--- src/rtl/i2c_tx_pkt_arb.sv ---
// i2c_tx_pkt_arb: packet-atomic arbiter in front of the i2c tx FIFO write port.
// Two requesters (req0 = CPU wishbone path, req1 = hardware auto-report) share the
// FIFO. Only whole PKG_LEN-word packets are granted, and only when the FIFO has room.
// A stalled owner is zero-padded to a full packet after TO_CYCLES idle cycles.
// Build option: define I2C_TXARB_PRIO_EN for fixed priority (req0 wins ties);
// otherwise ties are broken round-robin.
module i2c_tx_pkt_arb #(
   parameter int PKG_LEN    = 10,
   parameter int FIFO_DEPTH = 256,
   parameter int TO_CYCLES  = 1024
) (
   input  logic        CLK_I,
   input  logic        RST_I,
   input  logic        flush_i,
   input  logic        req0_vld_i,
   input  logic [31:0] req0_dat_i,
   output logic        req0_rdy_o,
   input  logic        req1_vld_i,
   input  logic [31:0] req1_dat_i,
   output logic        req1_rdy_o,
   input  logic [8:0]  tx_data_count,
   output logic [31:0] tx_din,
   output logic        tx_wr_en,
   output logic [1:0]  gnt_o,
   output logic        busy_o,
   output logic        pad_err_o,
   output logic [15:0] pkt_cnt0_o,
   output logic [15:0] pkt_cnt1_o
);

   localparam int TO_W = $clog2(TO_CYCLES + 1);

   typedef enum logic [1:0] {
      IDLE = 2'd0,
      XFER = 2'd1,
      PAD  = 2'd2,
      GAP  = 2'd3
   } state_t;

   state_t          state;
   logic [7:0]      wcnt;
   logic [TO_W-1:0] to_cnt;
   logic            gap_cnt;
   logic            last_owner;

   logic [9:0]      room_sum;
   logic            space_ok;
   logic            any_req;
   logic            pick;
   logic            own_vld;
   logic [31:0]     own_dat;
   logic            word_last;
   logic            to_last;

   // Room check, owner data select and arbitration decision for the next grant
   always_comb begin
      room_sum  = {1'b0, tx_data_count} + 10'(PKG_LEN);
      space_ok  = (room_sum <= 10'(FIFO_DEPTH));
      any_req   = req0_vld_i | req1_vld_i;
      own_vld   = gnt_o[1] ? req1_vld_i : req0_vld_i;
      own_dat   = gnt_o[1] ? req1_dat_i : req0_dat_i;
      word_last = (wcnt == 8'(PKG_LEN - 1));
      to_last   = (to_cnt == TO_W'(TO_CYCLES - 1));
      pick      = 1'b0;
      if (req0_vld_i && req1_vld_i) begin
`ifdef I2C_TXARB_PRIO_EN
         pick = 1'b0;
`else
         pick = ~last_owner;
`endif
      end else begin
         pick = req1_vld_i;
      end
   end

   assign busy_o = (state != IDLE);

   // Packet FSM with registered grant, ready, write strobe and statistics
   always_ff @(posedge CLK_I or posedge RST_I) begin
      if (RST_I) begin
         state      <= IDLE;
         wcnt       <= '0;
         to_cnt     <= '0;
         gap_cnt    <= 1'b0;
         last_owner <= 1'b1;
         gnt_o      <= 2'b00;
         req0_rdy_o <= 1'b0;
         req1_rdy_o <= 1'b0;
         tx_wr_en   <= 1'b0;
         tx_din     <= '0;
         pad_err_o  <= 1'b0;
         pkt_cnt0_o <= '0;
         pkt_cnt1_o <= '0;
      end else if (flush_i) begin
         // FIFO is being reset: drop any partial packet, keep statistics and RR history
         state      <= IDLE;
         wcnt       <= '0;
         to_cnt     <= '0;
         gap_cnt    <= 1'b0;
         gnt_o      <= 2'b00;
         req0_rdy_o <= 1'b0;
         req1_rdy_o <= 1'b0;
         tx_wr_en   <= 1'b0;
         pad_err_o  <= 1'b0;
      end else begin
         tx_wr_en <= 1'b0;
         case (state)
            IDLE: begin
               if (any_req && space_ok) begin
                  state      <= XFER;
                  gnt_o      <= pick ? 2'b10 : 2'b01;
                  req0_rdy_o <= ~pick;
                  req1_rdy_o <= pick;
                  last_owner <= pick;
                  wcnt       <= '0;
                  to_cnt     <= '0;
               end
            end
            XFER: begin
               // Owner's ready is high for the whole transfer, so vld alone means accept
               if (own_vld) begin
                  tx_wr_en <= 1'b1;
                  tx_din   <= own_dat;
                  to_cnt   <= '0;
                  if (word_last) begin
                     state      <= GAP;
                     gap_cnt    <= 1'b0;
                     wcnt       <= '0;
                     gnt_o      <= 2'b00;
                     req0_rdy_o <= 1'b0;
                     req1_rdy_o <= 1'b0;
                     if (gnt_o[1]) pkt_cnt1_o <= pkt_cnt1_o + 16'd1;
                     else          pkt_cnt0_o <= pkt_cnt0_o + 16'd1;
                  end else begin
                     wcnt <= wcnt + 8'd1;
                  end
               end else if (to_last) begin
                  state      <= PAD;
                  to_cnt     <= '0;
                  req0_rdy_o <= 1'b0;
                  req1_rdy_o <= 1'b0;
               end else begin
                  to_cnt <= to_cnt + 1'b1;
               end
            end
            PAD: begin
               tx_wr_en  <= 1'b1;
               tx_din    <= 32'h0;
               pad_err_o <= 1'b1;
               if (word_last) begin
                  state   <= GAP;
                  gap_cnt <= 1'b0;
                  wcnt    <= '0;
                  gnt_o   <= 2'b00;
                  if (gnt_o[1]) pkt_cnt1_o <= pkt_cnt1_o + 16'd1;
                  else          pkt_cnt0_o <= pkt_cnt0_o + 16'd1;
               end else begin
                  wcnt <= wcnt + 8'd1;
               end
            end
            GAP: begin
               // Two quiet cycles so tx_data_count settles before the next room check
               gap_cnt <= ~gap_cnt;
               if (gap_cnt) state <= IDLE;
            end
            default: state <= IDLE;
         endcase
      end
   end

endmodule
--- config.mk ---
export PLATFORM = sky130hd
export DESIGN_NAME = i2c_tx_pkt_arb
export DESIGN_NICKNAME = d
export VERILOG_FILES = /design/src/rtl/i2c_tx_pkt_arb.sv
export SDC_FILE = /design/constraint.sdc
export NUM_CORES = 1
export LEC_CHECK = 0
export BUFFER_PORTS_ARGS = -buffer_cell sky130_fd_sc_hd__buf_2
export CAP_MARGIN = 20
export CORE_ASPECT_RATIO = 0.6
export CORE_UTILIZATION = 47
export DETAILED_ROUTE_END_ITERATION = 10
export PLACE_DENSITY = 0.86
export SLEW_MARGIN = 20
export SYNTH_ARGS = -nofsm -noshare
export SYNTH_HDL_FRONTEND = slang
export SYNTH_SLANG_ARGS = --single-unit
--- constraint.sdc ---
create_clock -name CLK_I -period 2.4 [get_ports CLK_I]
set_input_delay 0.12 -clock CLK_I [delete_from_list [all_inputs] [get_ports CLK_I]]
set_output_delay 0.12 -clock CLK_I [all_outputs]
set_load 0.01 [all_outputs]
==> flow_metrics.tcl <==
set metrics [dict create \
    firstDrtPassIters 5 \
    syn-instance-count 471 \
    crit_path_end_kind "register" \
    cellPowerDensity_nw_per_um2 876 \
    grt_pass1_vias 3960 \
    synth_area_per_cell_sq_um 10.3 \
    path_cells "inv_1 > ha_1 > nand2b_1 > a21o_2 > nor4_4 > buf_4 > mux2_2" \
    holdPathStages 3 \
    crit_type "reg -> reg" \
    synth.area.top_cells "dfrtp_1 47%, mux2i_1 7.0%, o31ai_1 6.7%" \
    track_usage 0.220 \
    place_congestion 0.955 \
    wirelength_um 11700 \
    fin_crit_sh 0.952 \
    ys_warn_count 0 \
    vias 4228 \
    first_iter_violations 234 \
    path_clk_slew_ns 0.06 \
    cts_tree "done" \
    synth_top_area_frac 0.475 \
    grt_pass1_wl_um 18700 \
    diodes 0 \
    dp_hpwl_um 8940 \
    wl_per_cell_um 15.4 \
    final_util 0.613 \
    fin_nets 714 \
    hold_viol_final 0 \
    die_y_um 80.7 \
    leakage_uw 0.00308 \
    cts_inserted_buffers 9 \
    multi_input_area_sq_um 2380 \
    slowest_delay_ns 0.43 \
    synth_most_common_cell "dfrtp_1" \
    finalSetupViolations 0 \
    reg2regPathDepth 7 \
    hp-class "in -> reg" \
    dpl_cell_area_sq_um 5800 \
    tightest_slew_ns 0.614 \
    initial_core_util 0.487 \
    status "finished, final reports clean" \
    hp-start "req0_dat_i[25]" \
    skew_ns 0.00664 \
    num_io_pins 149 \
    drc 0 \
    h-tree-depth 3 \
    area_growth_syn_to_layout_pct 25.9 \
    cts_setup_buffers 0 \
    antenna_found_initial 0 \
    setup_tns_ns 0 \
    slew_violations 0 \
    maxCapViolCount 0 \
    io_buffers 148 \
    dieArea_sq_um 10700 \
    ys_seq_area_frac 0.480 \
    peakVddDrop_mv 0.524 \
    netlist_top_cells_count "92 x dfrtp_1, 58 x nand2_1, 43 x o31ai_1" \
    cp_max_fo 6 \
    rsz0062_at_grt "no" \
    r2r_setup_slack_ns 0.12 \
    timing.slew.headroom 0.591 \
    clockBufferDepth 2 \
    async_flop_share 1.00 \
    fin_crit_ns 2.28 \
    slowest_stage "dfrtp_1" \
    core_region_area_sq_um 9950 \
    postLayoutCellArea_sq_um 6100 \
    overflow 0 \
    synth-main-ff-cell "dfrtp_1" \
    drive_above_1_share 0.337 \
    rows 28 \
    max_freq_mhz 438 \
    syn_area_sq_um 4850 \
    ys_ff_latch 93 \
    die_w_um 133 \
    insertion_delay_ns 0.33 \
    crit_path_start "state[1]" \
    grt_start_max_net_pins 65 \
    drtAntennaViolNets 0 \
    root_buffer "clkbuf_16" \
    via_per_inst 5.53 \
    r2r-start "state[1]" \
    syn_nets 560 \
    synth_area_leader_cell "dfrtp_1" \
    clkSinkCount 93 \
    synth_cell_types 61 \
    ff_latch_area_sq_um 2330 \
    worstPathRequired_ns 2.62 \
    cp.arrival_ns 2.50 \
    synth-edff-count 0 \
    n_fill_cell 825 \
    critPathLaunchType "register" \
]
==> logic make-up after synthesis <==
group,synth area share
simple gates,0.183
compound gates,0.143
xor+xnor,0.0557
fa+ha+maj,0.0284
mux,0.0772
buf+inv,0.0328
flops,0.480
==> sequential cells by signal (all words and copies together), names as in the netlist <==
| register | flops |
|---|---|
| to_cnt | 11 |
| tx_din | 32 |
| gap_cnt | 1 |
| req0_rdy_o | 1 |
| pad_err_o | 1 |
| pkt_cnt0_o | 16 |
| req1_rdy_o | 1 |
| state | 2 |
| tx_wr_en | 1 |
| pkt_cnt1_o | 16 |
| gnt_o | 2 |
| last_owner | 1 |
| wcnt | 8 |
==> cells in the final DEF (no fill, tap or decap), types with 3 or more instances in the layout <==
cell	netlist	layout
or2_2	4	4
and2_1	3	3
buf_4	0	20
xnor2_1	18	18
o41ai_1	4	4
nor4_1	3	3
mux2i_1	34	34
clkinvlp_4	0	3
nand2_1	58	58
xor2_1	11	11
clkbuf_16	0	9
nand4_1	3	3
nor2_1	34	34
o31ai_1	43	43
nand3_1	13	13
nor2b_1	4	4
o21ai_0	25	25
nand2b_1	6	6
and3_1	15	15
o2bb2ai_1	3	3
inv_1	12	11
nand3_2	4	4
dfrtp_1	92	91
buf_2	7	148
ha_1	11	11
mux2_2	3	3
==> stage by stage <==
step | setup WS (ns) | hold slack, ns | power [uW] | cells
floorplan | 0.0924 | 0.277 | 3350 | 471
global placement | 0.0715 | 0.106 | 3960 | 748
detailed placement | 0.0368 | 0.108 | 4060 | 748
CTS | 0.0265 | 0.104 | 5380 | 765
global route | 0.00671 | 0.112 | 5700 | 765
finish | 0.115 | 0.115 | 5350 | 765
==> final timing paths <==
| kind | endpoint |
|---|---|
| max | pkt_cnt1_o[1] |
| min in group asynchronous | tx_din[7] |
| min reg2reg | pkt_cnt0_o[15] |
| min | tx_din[25] |
| max reg2reg | pkt_cnt1_o[1] |
| max in group asynchronous | last_owner |
==> layer usage <==
metal  up-vias  GRT usage  wire length (um)
met2       172      0.368              5490
met4         0     0.0409                84
met3         8     0.0619               898
met1      2049      0.289              5270
li1       1999          -                 -
met5         -          0                 0
==> area by class of cell <==
type,count,area share
Sequential cell,93,0.382
Clock buffer,10,0.0375
Multi-Input combinational cell,340,0.390
Timing Repair Buffer,169,0.148
Tap cell,135,0.0277
Clock inverter,6,0.00759
Inverter,12,0.00800
==> report_power, final <==
group / total [uW] / internal (uW) / switching [uW]
Sequential: 2080 / 1890 / 194
Clock: 1310 / 710 / 599
Combinational: 1960 / 804 / 1150
==> timing repair <==
action | 4_1_cts | 5_1_grt
gates resized for setup | 0 | 4
endpoints found under the hold margin | 13 | 0
hold buffers | 1 | 0
setup endpoints to repair | 0 | 7
==> worst max-delay path: cells and delay by family, from the launching register on <==
kind            cells  cell delay [ns]
simple gates        2             0.50
flops               1             0.43
buf+inv             2             0.33
fa+ha+maj           1             0.33
mux                 1             0.33
compound gates      1             0.23
Note: power is estimated with default switching activity, not from simulation.
